`src/rtl/random_stim_harness.sv`:
```
// Pseudo-random stimulus harness: NUM_CH Galois LFSR channels drive a DUT,
// a MISR compacts its observation bus, and a two-state FSM bounds each run.

module rsh_lane #(
  parameter int                  W    = 32,
  parameter logic [W-1:0]        POLY = W'(32'h8020_0003),
  parameter logic [W-1:0]        SEED = W'(1)
) (
  input  logic         clk,
  input  logic         reset,
  input  logic         load,
  input  logic         adv,
  output logic [W-1:0] o_val
);
  logic [W-1:0] val_q, val_d;

  always_comb begin
    val_d = val_q;
    if (load) begin
      val_d = SEED;
    end else if (adv) begin
      // An all-zero register would never leave zero, so reload the seed.
      if (val_q == '0) val_d = SEED;
      else             val_d = (val_q >> 1) ^ (val_q[0] ? POLY : '0);
    end
  end

  always_ff @(posedge clk) begin
    if (!reset) val_q <= SEED;
    else        val_q <= val_d;
  end

  assign o_val = val_q;
endmodule

module random_stim_harness #(
  parameter int                    NUM_CH     = 4,
  parameter int                    CH_WIDTH   = 32,
  parameter logic [CH_WIDTH-1:0]   CH_POLY    = CH_WIDTH'(32'h8020_0003),
  parameter int                    SEED_BASE  = 3,
  parameter int                    OBS_WIDTH  = 66,
  parameter int                    MISR_WIDTH = 32,
  parameter logic [MISR_WIDTH-1:0] MISR_POLY  = MISR_WIDTH'(32'h8020_0003),
  parameter int                    RUN_LEN    = 1024,
  localparam int                   CNT_W      = $clog2(RUN_LEN + 1)
) (
  input  logic                         clk,
  input  logic                         reset,
  input  logic [1:0]                   i_mode,
  input  logic                         i_step,
  input  logic [OBS_WIDTH-1:0]         i_obs,
  output logic [NUM_CH*CH_WIDTH-1:0]   o_stim,
  output logic [MISR_WIDTH-1:0]        o_signature,
  output logic [CNT_W-1:0]             o_count,
  output logic                         o_done
);
  localparam logic [1:0] MODE_RUN    = 2'b01;
  localparam logic [1:0] MODE_STEP   = 2'b10;
  localparam logic [1:0] MODE_RESEED = 2'b11;
  localparam int         NCHUNK      = (OBS_WIDTH + MISR_WIDTH - 1) / MISR_WIDTH;
  localparam logic [CNT_W-1:0] CNT_LAST = CNT_W'(RUN_LEN - 1);

  typedef enum logic {ACTIVE = 1'b0, DONE = 1'b1} state_t;

  state_t                  state_q, state_d;
  logic [MISR_WIDTH-1:0]   misr_q, misr_d;
  logic [CNT_W-1:0]        cnt_q, cnt_d;
  logic                    adv, reseed;
  logic [MISR_WIDTH-1:0]   fold;
  logic [NCHUNK*MISR_WIDTH-1:0] obs_pad;
  logic [NUM_CH-1:0][CH_WIDTH-1:0] stim;

  always_comb begin
    obs_pad = '0;
    obs_pad[OBS_WIDTH-1:0] = i_obs;
    fold = '0;
    for (int i = 0; i < NCHUNK; i++) fold ^= obs_pad[i*MISR_WIDTH +: MISR_WIDTH];
  end

  always_comb begin
    state_d = state_q;
    misr_d  = misr_q;
    cnt_d   = cnt_q;
    adv     = 1'b0;
    reseed  = (i_mode == MODE_RESEED);
    if (reseed) begin
      state_d = ACTIVE;
      misr_d  = '0;
      cnt_d   = '0;
    end else begin
      case (state_q)
        ACTIVE: begin
          if (i_mode == MODE_RUN || (i_mode == MODE_STEP && i_step)) begin
            adv    = 1'b1;
            misr_d = ((misr_q >> 1) ^ (misr_q[0] ? MISR_POLY : '0)) ^ fold;
            cnt_d  = cnt_q + CNT_W'(1);
            if (cnt_q == CNT_LAST) state_d = DONE;
          end
        end
        default: ;
      endcase
    end
  end

  always_ff @(posedge clk) begin
    if (!reset) begin
      state_q <= ACTIVE;
      misr_q  <= '0;
      cnt_q   <= '0;
    end else begin
      state_q <= state_d;
      misr_q  <= misr_d;
      cnt_q   <= cnt_d;
    end
  end

  for (genvar k = 0; k < NUM_CH; k++) begin : g_ch
    localparam logic [CH_WIDTH-1:0] SEED_T = CH_WIDTH'(SEED_BASE + 2*k + 1);
    localparam logic [CH_WIDTH-1:0] SEED   = (SEED_T == '0) ? CH_WIDTH'(1) : SEED_T;
    rsh_lane #(.W(CH_WIDTH), .POLY(CH_POLY), .SEED(SEED)) u_lane (
      .clk   (clk),
      .reset (reset),
      .load  (reseed),
      .adv   (adv),
      .o_val (stim[k])
    );
  end

  assign o_stim      = stim;
  assign o_signature = misr_q;
  assign o_count     = cnt_q;
  assign o_done      = (state_q == DONE);
endmodule
```
`config.mk`:
```
export PLATFORM = sky130hd
export DESIGN_NAME = random_stim_harness
export DESIGN_NICKNAME = d
export VERILOG_FILES = /design/src/rtl/random_stim_harness.sv
export SDC_FILE = /design/constraint.sdc
export NUM_CORES = 1
export LEC_CHECK = 0
export ABC_AREA = 1
export CORE_MARGIN = 10
export CORE_UTILIZATION = 35
export DETAILED_ROUTE_END_ITERATION = 7
export PLACE_DENSITY = 0.61
export SYNTH_ARGS = -nofsm -noshare
export SYNTH_HDL_FRONTEND = slang
export SYNTH_SLANG_ARGS = --single-unit
```
`constraint.sdc`:
```
create_clock -name clk -period 1.5 [get_ports clk]
set_input_delay 0.15 -clock clk [delete_from_list [all_inputs] [get_ports clk]]
set_output_delay 0.15 -clock clk [all_outputs]
set_load 0.1 [all_outputs]
```
# Yosys cells after proc, flatten, opt, wreduce, memory -nomap -nowiden

Cells that the tools add are included.

Register bits: 172
Word-level logic and storage cells: 45
Output and inout bits: 172
Bits of input ports: 71

Add/subtract/negate cells: 1
Bitwise gates (word level): 10
Eq/ne operators: 4
Reductions and logical operators: 8
Muxes and demuxes: 15

Operators with widths:

| kind                    | number |
|---|---|
| $mux W32                | 9 |
| $xor A31 B32 Y32        | 5 |
| $logic_not A32 Y1       | 4 |
| $xor A32 B32 Y32        | 2 |
| $xor A32 B2 Y32         | 1 |
| $add A11 B1 Y11 const B | 1 |
| $eq A11 B10 Y1 const B  | 1 |
| $mux W1                 | 6 |
| $eq A2 B2 Y1 const B    | 2 |
| $eq A2 B1 Y1 const B    | 1 |
| $not A1 Y1              | 2 |
| $reduce_and A2 Y1       | 1 |
| $reduce_or A2 Y1        | 1 |
| $logic_and A1 B1 Y1     | 1 |
| $logic_or A1 B1 Y1      | 1 |

# Depth between registers and ports, before layout

Gate-level depths: netlist of the first run.

Depth in word-level cells: 6
Mapped depth: 9
Mapped depth without buffers: 9

# Hierarchy

From an unflattened synthesis of the first run, not the netlist that was laid out.

Cells, all modules: 949
Area total of the unflattened synthesis: 7678.6 µm²

By module, submodules not included:

| module                    | cells each | sequential area each (µm²) | area each (µm²) | times used |
|---|---|---|---|---|
| random_stim_harness       | 289        | 880.8                      | 2308.5          | 1 |
| rsh_lane (g_ch[2].u_lane) | 166        | 640.6                      | 1393.8          | 1 |
| rsh_lane (g_ch[0].u_lane) | 165        | 640.6                      | 1387.6          | 1 |
| rsh_lane (g_ch[3].u_lane) | 165        | 640.6                      | 1297.5          | 1 |
| rsh_lane (g_ch[1].u_lane) | 164        | 640.6                      | 1291.2          | 1 |

# Least setup slack after synthesis of the first run

No wires, ideal clock.

Kind: register to register
Start point: register cnt_q[0] (netlist: o_count[0])
End point: register cnt_q[10] (netlist: o_count[10])
Path slack: -0.613 ns
Period minus slack after synthesis: 2.113 ns
Stages on the path, launching flop included: 9
Buffers on the path: 0
Data required time: 1.381 ns
Arrival: 1.993 ns
Library setup time: 0.119 ns
Cell sequence: dfxtp_1 -> ha_1 -> nand2_1 -> nor2_1 -> nand3_1 -> nor2_1 -> nand3_1 -> nand2_1 -> nor2_1

Longest elaborated chain between the ends: 1

Ends and longest elaborated chain:

| what                   | RTL line | source |
|---|---|---|
| from (decl)            | 67       | `logic [CNT_W-1:0] cnt_q, cnt_d;` |
| from (signal assigned) | 113      | `cnt_q <= cnt_d;` |
| $add A11 B1 Y11        | 96       | `cnt_d = cnt_q + CNT_W'(1);` |

No other way between the ends.
A chain may end at the register's enable or synchronous reset.

# Final worst setup path of the first run

Start point: register state_q (netlist: o_done)
End point: register g_ch[0].u_lane.val_q[9]

Longest elaborated chain between the ends: 2

Ends and longest elaborated chain:

| what                   | RTL line | source |
|---|---|---|
| from (decl)            | 65       | `state_t state_q, state_d;` |
| from (signal assigned) | 111      | `state_q <= state_d;` |
| $mux W1                | 91       | `case (state_q)` |
| $mux W1                | 86       | `if (reseed) begin` |
| to (signal assigned)   | 30       | `else val_q <= val_d;` |
| to (decl)              | 15       | `logic [W-1:0] val_q, val_d;` |

No other way between the ends.

==> results of run 1 <==
[power by group through the flow]
stage | logic [mW] | clock network, mW | registers [mW]
6_report | 5.13 | 4.15 | 5.38
5_1_grt | 5.41 | 4.47 | 5.43
4_1_cts | 5.18 | 4.27 | 5.39
3_5_place_dp | 5.18 | 0 | 5.48
3_3_place_gp | 5.14 | 0 | 5.48
2_1_floorplan | 1.09 | 0 | 7.46
[cells by family (layout without fill, tap and decap cells)]
kind of cell / count (synthesis) / count (layout) / share of synthesized area
AOI/OAI and AO/OA: 271 / 271 / 0.2033
xor gates and xnor gates: 75 / 75 / 0.08997
adders and majority gates: 5 / 5 / 0.008569
buffers and inverters: 132 / 385 / 0.07832
DFF: 172 / 172 / 0.4716
and+or+nand+nor: 275 / 275 / 0.1482
[critical path, stage by stage (launching register included)]
cell,delay [ns]
dfxtp_4,0.37
inv_1,0.07
nand3_4,0.13
buf_4,0.19
buf_12,0.22
nor2_1,0.06
a211oi_1,0.19
[synth_stat cells, drive strengths merged]
library cell / instances
a211oi: 50
ha: 5
buf: 45
nor3: 1
clkbuf: 9
nor3b: 2
nor2: 150
xor2: 38
nand4: 1
o21ai: 112
nand2: 104
nand3: 17
xnor2: 37
dfxtp: 172
a21oi: 108
o21a: 1
inv: 78
[cell type report]
cell class | instances | area share
clock inverters | 13 | 0.009262
multi-input cells | 626 | 0.2589
inverters | 78 | 0.02345
well taps | 270 | 0.02660
repair buffers | 277 | 0.3618
clock buffers | 17 | 0.03350
flip-flops and latches | 172 | 0.2864
[per-layer routing]
metal | up-vias | global-route usage | share of wire
met1 | 3093 | 0.1951 | 0.41
met2 | 202 | 0.2722 | 0.47
met3 | 17 | 0.08912 | 0.11
met4 | 0 | 0.04066 | 0.011
met5 | - | 0 | 0
li1 | 3537 | - | -
[flip-flops by register name, summed over array words and instances, names as in the netlist]
name	flops
g_ch.u_lane.o_val	128
o_count	11
o_done	1
o_signature	32
[per-stage QoR]
| stage | utilization | setup slack, ns | power, mW | std cells |
|---|---|---|---|---|
| 6_report | 0.6236 | 0.1521 | 14.66 | 1453 |
| 5_1_grt | 0.6236 | 0.03597 | 15.32 | 1453 |
| 4_1_cts | 0.6236 | 0.1293 | 14.84 | 1453 |
| 3_5_place_dp | 0.5969 | -0.2178 | 10.66 | 1423 |
| 3_3_place_gp | 0.5969 | -0.1280 | 10.62 | 1423 |
| 2_1_floorplan | - | -0.03875 | 8.545 | 930 |
[cells in the final DEF, fill, tap and decap left out]
cell	netlist	final
xor2_1	38	38
o21ai_1	24	24
nand2_2	2	3
a211oi_1	50	50
o21ai_0	88	88
buf_4	9	20
dfxtp_1	172	29
nor2_1	150	150
o21a_1	1	1
inv_4	0	1
nand4_1	1	1
clkbuf_16	0	17
inv_6	0	6
nand3_1	16	16
nor3_1	1	1
clkinvlp_4	0	3
nand2_1	102	101
xnor2_1	37	37
ha_1	5	5
dfxtp_4	0	6
clkdlybuf4s50_1	0	70
inv_2	3	2
nor3b_1	2	2
a21oi_1	108	108
bufinv_16	0	1
dfxtp_2	0	137
buf_12	0	187
nand3_4	1	1
clkinv_2	0	3
inv_1	75	75
[worst paths after layout]
path | startpoint | end | slack (ns)
min | i_obs[14] | o_signature[14] | 0.40
min reg2reg | o_count[8] | o_count[8] | 0.49
max reg2reg | o_done | g_ch[0].u_lane.o_val[9] | 0.15
max | o_done | g_ch[0].u_lane.o_val[9] | 0.15
==> impl_metrics.env, run 1 <==
export IMPL_status="finished, final reports clean"
export IMPL_internal_power_mw=9.096
export IMPL_avgSynthCellArea_um2=7.850
export IMPL_p_seq_frac=0.367
export IMPL_critPathLaunchType="flip-flop"
export IMPL_drv_slew=0
export IMPL_cts_root_buf="clkbuf_16"
export IMPL_synth_area_leaders="dfxtp_1 (47%), nor2_1 (7.7%), a21oi_1 (7.4%)"
export IMPL_ys_seq_elements=172
export IMPL_max_slew_margin=0.8249
export IMPL_netlist_area_um2=7301
export IMPL_path_class="flip-flop to flip-flop"
export IMPL_vias_per_cell=4.714
export IMPL_cp_end_kind="flip-flop"
export IMPL_core_area_um2=20360
export IMPL_dieWidth_um=164.4
export IMPL_synth_cell_types=24
export IMPL_numPortBuffers=242
export IMPL_rsz0062_at_grt="no"
export IMPL_gp_congestion=0.8149
export IMPL_min_period_ns=1.348
export IMPL_synth_top_area_frac=0.4716
export IMPL_netlist_instances=930
export IMPL_p_leak_nw=5.038
export IMPL_fmax_mhz=741.9
export IMPL_powerDensity_nw_per_um2=1154
export IMPL_cts_buffers=17
export IMPL_synth_fp_nets=1006
export IMPL_routed_wl_um=23020
export IMPL_peakVddDrop_mv=0.7263
export IMPL_yosysSeqAreaShare=0.4716
export IMPL_yosys_area_top_type="dfxtp_1"
export IMPL_drc_errors=0
export IMPL_grt_usage=0.1693
export IMPL_yosysWarnings=0
export IMPL_dieArea_um2=27040
export IMPL_overflow=0
export IMPL_hold_depth=3
export IMPL_drt_pass1_iter_count=5
export IMPL_multi_input_area_um2=3288
export IMPL_area_growth_pct=73.93
export IMPL_finalSetupViolations=0
export IMPL_hold_class="input pin to flip-flop"
export IMPL_antenna_found_initial=0
export IMPL_ant_nets=0
export IMPL_vias=6849
export IMPL_power_switching_mw=5.563
export IMPL_maxCapViolCount=0
export IMPL_p_clk_frac=0.283
export IMPL_finalSetupTns_ns=0
export IMPL_fin_crit_sh=0.8986
export IMPL_hold_viol_final=0
export IMPL_clock_latency_ns=0.42
export IMPL_regArea_um2=3637
export IMPL_r2r_cells=6
export IMPL_p_comb_frac=0.350
export IMPL_diodes=0
export IMPL_holdBufCountCts=0
export IMPL_placed_area_um2=12160
export IMPL_cts_resized=0
export IMPL_fillers=1681
export IMPL_post_cts_buffers=0
export IMPL_wl_per_cell_um=15.84
export IMPL_tightest_slew_ns=0.2623
export IMPL_htreeDepth=4
export IMPL_drt_iter0_drc=293
export IMPL_grt_max_degree=46
export IMPL_swShare=0.3795
export IMPL_cts_tree="built"
export IMPL_fin_area_um2=12700
export IMPL_crit_required_ns=1.82
export IMPL_cp_max_fo=45
export IMPL_dp_hpwl_um=17880
export IMPL_num_io_pins=243
export IMPL_final_nets=1248
export IMPL_clk_pin_slew_ns=0.07
export IMPL_cp_arrival_ns=1.67
export IMPL_worst_hold_slack_ns=0.3987
export IMPL_grt_first_pass_wirelength_um=36670
export IMPL_cts_path_max_buffers=2
export IMPL_cts_sinks=172
export IMPL_first_global_vias=6855
export IMPL_skew_ns=0.008683
export IMPL_start_util=0.3585
export IMPL_die_h_um=164.4
export IMPL_rows=52
export IMPL_drive_gt1_frac=0.3271
No activity file was read; power rests on OpenSTA's default activity.
==> run 2: changes to the inputs <==
--- a/config.mk
+++ b/config.mk
@@ -6,10 +6,12 @@
 export NUM_CORES = 1
 export LEC_CHECK = 0
 export ABC_AREA = 1
+export CELL_PAD_IN_SITES_DETAIL_PLACEMENT = 0
+export CELL_PAD_IN_SITES_GLOBAL_PLACEMENT = 1
 export CORE_MARGIN = 10
-export CORE_UTILIZATION = 35
+export CORE_UTILIZATION = 33
 export DETAILED_ROUTE_END_ITERATION = 7
-export PLACE_DENSITY = 0.61
+export PLACE_DENSITY_LB_ADDON = 0.1
 export SYNTH_ARGS = -nofsm -noshare
 export SYNTH_HDL_FRONTEND = slang
 export SYNTH_SLANG_ARGS = --single-unit
==> run 2 against run 1 <==
Net effect:
- global-route usage decreased by 1.0 points
- first-iteration DRC count decreased by 20%
- sequential power about the same
- clock-buffer cell count increased by 1
- die area increased by 5.3%
- via count decreased by 1.4%
- combinational power decreased by 1%
- worst setup slack improved by 0.025 ns
- largest cell class unchanged
- largest power group unchanged
- highest routed layer unchanged
==> impl_metrics.env, run 2 (synthesis gave the netlist of run 1 again) <==
export IMPL_swShare=0.3736
export IMPL_power_switching_mw=5.660
export IMPL_grt_max_degree=50
export IMPL_cts_sinks=172
export IMPL_cts_root_buf="clkbuf_16"
export IMPL_vias=6754
export IMPL_cp_common_cell="nand2_1"
export IMPL_maxCapViolCount=0
export IMPL_vias_per_cell=4.626
export IMPL_area_growth_pct=74.19
export IMPL_status="finished, final reports clean"
export IMPL_start_util=0.3345
export IMPL_instances_no_fill=1460
export IMPL_p_leak_nw=5.035
export IMPL_multi_input_area_um2=3291
export IMPL_finalSetupTns_ns=0
export IMPL_wl_per_cell_um=15.78
export IMPL_fillers=1907
export IMPL_internal_power_mw=9.490
export IMPL_htreeDepth=4
export IMPL_fin_total_pwr_mw=15.15
export IMPL_critPathSlowestCell="dfxtp_2"
export IMPL_cpLargestDelayFamily="flip-flops"
export IMPL_rsz0062_at_grt="no"
export IMPL_drive_gt1_frac=0.3263
export IMPL_p_comb_frac=0.335
export IMPL_placedCellCount=1428
export IMPL_post_cts_buffers=0
export IMPL_dieArea_um2=28470
export IMPL_diodes=0
export IMPL_cp_max_fo=6
export IMPL_critPathLaunchType="flip-flop"
export IMPL_min_period_ns=1.323
export IMPL_finalSetupViolations=0
export IMPL_clk_pin_slew_ns=0.07
export IMPL_drc_errors=0
export IMPL_crit_required_ns=1.81
export IMPL_tightest_slew_ns=0.3246
export IMPL_path_cells="inv_1 > ha_1 > nand2_1 > nor2_1 > nand2_1 > o21ai_0 > a21oi_1"
export IMPL_dp_hpwl_um=17500
export IMPL_die_h_um=168.7
export IMPL_path_class="flip-flop to flip-flop"
export IMPL_cts_tree="built"
export IMPL_grt_usage=0.1593
export IMPL_overflow=0
export IMPL_antenna_found_initial=0
export IMPL_final_common_cell="buf_12"
export IMPL_path_buf_inv=1
export IMPL_slowest_delay_ns=0.38
export IMPL_routed_wl_um=23040
export IMPL_hold_viol_final=0
export IMPL_drv_slew=0
export IMPL_numPortBuffers=242
export IMPL_num_io_pins=243
export IMPL_regArea_um2=3637
export IMPL_cp_arrival_ns=1.63
export IMPL_worst_hold_slack_ns=0.3799
export IMPL_skew_ns=0.009850
export IMPL_gp_congestion=0.7651
export IMPL_dieWidth_um=168.7
export IMPL_fin_crit_sh=0.8819
export IMPL_mostFrequentLayoutCells="buf_12 (184), nor2_1 (149), dfxtp_2 (137), a21oi_1 (108), nand2_1 (101)"
export IMPL_powerDensity_nw_per_um2=1191
export IMPL_grt_first_pass_wirelength_um=36830
export IMPL_drt_pass1_iter_count=4
export IMPL_cp_end_kind="flip-flop"
export IMPL_final_core_util=0.5827
export IMPL_p_seq_frac=0.356
export IMPL_peakVddDrop_mv=0.7058
export IMPL_rows=54
export IMPL_first_global_vias=6677
export IMPL_fin_area_um2=12720
export IMPL_clock_latency_ns=0.43
export IMPL_final_nets=1243
export IMPL_cts_path_max_buffers=2
export IMPL_setup_slack_ns=0.1772
export IMPL_drt_iter0_drc=234
export IMPL_cts_buffers=17
export IMPL_max_slew_margin=0.7836
export IMPL_fmax_mhz=756.0
export IMPL_p_clk_frac=0.309
export IMPL_largest_reg_flops=128
export IMPL_core_area_um2=21820
export IMPL_place_ws_ns=-0.1469
export IMPL_hold_class="input pin to flip-flop"
export IMPL_ant_nets=0
export IMPL_placed_area_um2=12090
[run 2: changes by cell type in the layout (fill, tap and decap cells not counted), sizes merged]
cell,change
clkinvlp,-1
clkinv,+1
buf,-5
inv,-1
bufinv,+2
clkbuf,+1
[run 2: area by class of cell]
type | count | area share
tap | 280 | 0.02755
clock buffer | 18 | 0.03453
multi-input combinational | 626 | 0.2588
clock inverter | 14 | 0.01436
timing repair buffer | 272 | 0.3554
inverter | 78 | 0.02342
sequential | 172 | 0.2860
[run 2: path summary, 6_finish.rpt]
check,start,end,slack [ns],depth (start not counted)
setup reg to reg,g_ch[3].u_lane.o_val[0],g_ch[3].u_lane.o_val[31],0.18,7
hold reg to reg,g_ch[0].u_lane.o_val[5],g_ch[0].u_lane.o_val[4],0.50,2
hold / removal,i_obs[2],o_signature[2],0.38,3
setup / recovery,g_ch[3].u_lane.o_val[0],g_ch[3].u_lane.o_val[31],0.18,7
[run 2: per-layer routing]
metal	part of all wire	global-route usage	wire [um]
met5	0	0	0
met4	0.0098	0.04050	226
met3	0.10	0.08384	2348
met2	0.46	0.2494	10590
met1	0.43	0.1874	9875
[run 2: what timing repair did]
action                                  CTS  global route
gates resized for setup                   0             1
hold endpoints to repair                  0             0
hold buffers                              0             0
endpoints found under the setup margin    0             2
[run 2: power groups by stage]
stage                     registers [mW]  logic, mW  clock network, mW
after global placement              5.50       5.10                  0
after CTS                           5.40       5.13               4.80
after detailed placement            5.50       5.12                  0
after floorplan                     7.46       1.09                  0
after global routing                5.44       5.36               5.01
final                               5.39       5.08               4.68
[run 2: worst reg2reg max path: stages (launching register included)]
cell,delay (ns)
dfxtp_2,0.38
inv_1,0.07
ha_1,0.15
nand2_1,0.05
nor2_1,0.13
nand2_1,0.10
o21ai_0,0.23
a21oi_1,0.09
==> run 3: changes to the inputs <==
--- a/config.mk
+++ b/config.mk
@@ -8,6 +8,7 @@
 export ABC_AREA = 1
 export CELL_PAD_IN_SITES_DETAIL_PLACEMENT = 0
 export CELL_PAD_IN_SITES_GLOBAL_PLACEMENT = 1
+export CORE_ASPECT_RATIO = 0.6
 export CORE_MARGIN = 10
 export CORE_UTILIZATION = 33
 export DETAILED_ROUTE_END_ITERATION = 7
==> run 3 against run 2 <==
Net effect:
- power is 1.9% higher
- global-route usage is 0.41 points higher
- final cell count is 0.48% higher
- die area is 0.69% higher
- core utilization is 0.11 points higher
- clock skew is 0.0037 ns lower
- sequential share of layout area is 0.17 points lower
- via count is 0.80% lower
- register-to-register slack worse by 0.05 ns
- critical path depth stayed put
- highest routed layer unchanged
- non-clock buffer count is 1 higher
==> impl_metrics.env, run 3 (synthesis gave the netlist of run 1 again) <==
export IMPL_status="finished, final reports clean"
export IMPL_powerDensity_nw_per_um2=1207
export IMPL_overflow=0
export IMPL_use_met2=0.2396
export IMPL_hold_depth=3
export IMPL_rsz0062_at_grt="no"
export IMPL_tightest_slew_ns=0.3162
export IMPL_finalSetupTns_ns=0
export IMPL_cts_path_max_buffers=2
export IMPL_antenna_found_initial=0
export IMPL_r2r_cells=7
export IMPL_cpLargestDelayFamily="simple AND/OR/NAND/NOR gates"
export IMPL_start_util=0.3332
export IMPL_wl_per_cell_um=15.96
export IMPL_cts_buffers=17
export IMPL_dieWidth_um=212.0
export IMPL_final_nets=1244
export IMPL_ff2ff_setup_slack_ns=0.13
export IMPL_rows=42
export IMPL_drc_errors=0
export IMPL_grtUsageMet1=0.2147
export IMPL_holdBufCountCts=0
export IMPL_hold_start="i_obs[16]"
export IMPL_final_common_cell="buf_12"
export IMPL_vias_per_cell=4.567
export IMPL_post_cts_buffers=0
export IMPL_critPathLaunchType="flip-flop"
export IMPL_cts_root_buf="clkbuf_16"
export IMPL_final_core_util=0.5839
export IMPL_slowest_delay_ns=0.38
export IMPL_cp_arrival_ns=1.74
export IMPL_path_cells="ha_1 > nand2_1 > nor2_1 > nand3_1 > nor2_2 > o21ai_0 > a21oi_1"
export IMPL_drt_pass1_iter_count=4
export IMPL_drv_slew=0
export IMPL_cts_resized=0
export IMPL_routed_wl_um=23410
export IMPL_dieArea_um2=28670
export IMPL_clock_latency_ns=0.43
export IMPL_maxCapViolCount=0
export IMPL_crit_required_ns=1.86
export IMPL_finalSetupViolations=0
export IMPL_largest_reg_flops=128
export IMPL_max_slew_margin=0.7884
export IMPL_htreeDepth=4
export IMPL_diodes=0
export IMPL_skew_ns=0.006130
export IMPL_hold_class="input pin to flip-flop"
export IMPL_path_class="flip-flop to flip-flop"
export IMPL_grt_first_pass_wirelength_um=37100
export IMPL_r2r_end="o_count[8]"
export IMPL_startpoint="o_count[0]"
export IMPL_core_area_um2=21910
export IMPL_fillers=1911
export IMPL_path_buf_inv=0
export IMPL_cp_end_kind="flip-flop"
export IMPL_num_io_pins=243
export IMPL_gp_congestion=0.7433
export IMPL_peakVddDrop_mv=0.8048
export IMPL_rr_startpoint="o_count[0]"
export IMPL_fmax_mhz=727.9
export IMPL_clk_pin_slew_ns=0.07
export IMPL_hold_viol_final=0
export IMPL_area_growth_pct=75.25
export IMPL_vias=6700
export IMPL_dp_hpwl_um=17900
export IMPL_ant_nets=0
export IMPL_grt_usage=0.1635
export IMPL_busiest_layer="met2"
export IMPL_p_leak_nw=5.069
export IMPL_min_to="o_signature[16]"
export IMPL_first_global_vias=6399
export IMPL_use_met3=0.06839
export IMPL_drt_iter0_drc=318
export IMPL_critPathSlowestCell="dfxtp_4"
export IMPL_die_h_um=135.2
export IMPL_fin_crit_sh=0.9159
export IMPL_mostFrequentLayoutCells="buf_12 (186), nor2_1 (149), dfxtp_2 (137), a21oi_1 (108), nand2_1 (101)"
export IMPL_instances_no_fill=1467
export IMPL_grt_max_degree=53
export IMPL_cts_sinks=172
export IMPL_cp_max_fo=4
export IMPL_placedCellCount=1435
export IMPL_drive_gt1_frac=0.3251
export IMPL_min_period_ns=1.374
export IMPL_cts_tree="built"
export IMPL_numPortBuffers=242
==> run 3: cell types whose count changed in the layout (fill, tap and decap cells not counted), sizes merged <==
cell,before,now
inv,83,78
bufinv,3,5
clkbuf,18,21
buf,202,203
==> run 3: cell type report <==
class	count	area, um^2	share of cell area
Clock inverter	11	186.4	0.01457
Clock buffer	21	471.7	0.03687
Sequential cell	172	3637	0.2843
Timing Repair Buffer	273	4552	0.3558
Multi-Input combinational cell	626	3291	0.2572
Tap cell	286	357.8	0.02797
Inverter	78	299.0	0.02337
==> run 3: worst max-delay path by stage <==
stage | endpoint | slack, ns | cells after the start
2_1_floorplan | o_count[10] | -0.04 | 8
3_3_place_gp | o_count[3] | -0.13 | 8
3_5_place_dp | g_ch[0].u_lane.o_val[5] | -0.16 | 7
4_1_cts | o_count[10] | 0.07 | 8
5_1_grt | o_count[10] | 0.04 | 8
6_report | o_count[8] | 0.13 | 7
==> run 3: worst reg2reg max path: stages (launching register included) <==
cell and delay, ns:
dfxtp_4 0.38, ha_1 0.25, nand2_1 0.07, nor2_1 0.09, nand3_1 0.13, nor2_2 0.17
o21ai_0 0.10, a21oi_1 0.12
==> run 3: power by group <==
| group | internal (mW) | leakage, nW | switching, mW |
|---|---|---|---|
| clock | 3.09 | 0.319 | 1.84 |
| combinational | 1.88 | 3.28 | 3.24 |
| sequential | 4.92 | 1.47 | 0.460 |
==> run 3: metal layers <==
| layer | share of wire | up-vias | routed length, um |
|---|---|---|---|
| met4 | 0.012 | 0 | 282 |
| li1 | - | 3528 | - |
| met5 | 0 | - | 0 |
| met1 | 0.47 | 3016 | 11040 |
| met3 | 0.079 | 18 | 1853 |
| met2 | 0.44 | 138 | 10240 |
==> run 3: through the flow <==
| step | power (mW) | hold WS [ns] | cell area, um^2 | worst slack (ns) |
|---|---|---|---|---|
| after detailed placement | 10.64 | 0.4846 | 12130 | -0.1572 |
| after floorplan | 8.545 | 0.3300 | 7495 | -0.03875 |
| final | 15.44 | 0.3858 | 12790 | 0.1261 |
| after CTS | 15.60 | 0.3703 | 12790 | 0.07116 |
| after global placement | 10.61 | 0.4848 | 12130 | -0.1281 |
| after global routing | 16.11 | 0.3876 | 12790 | 0.03543 |
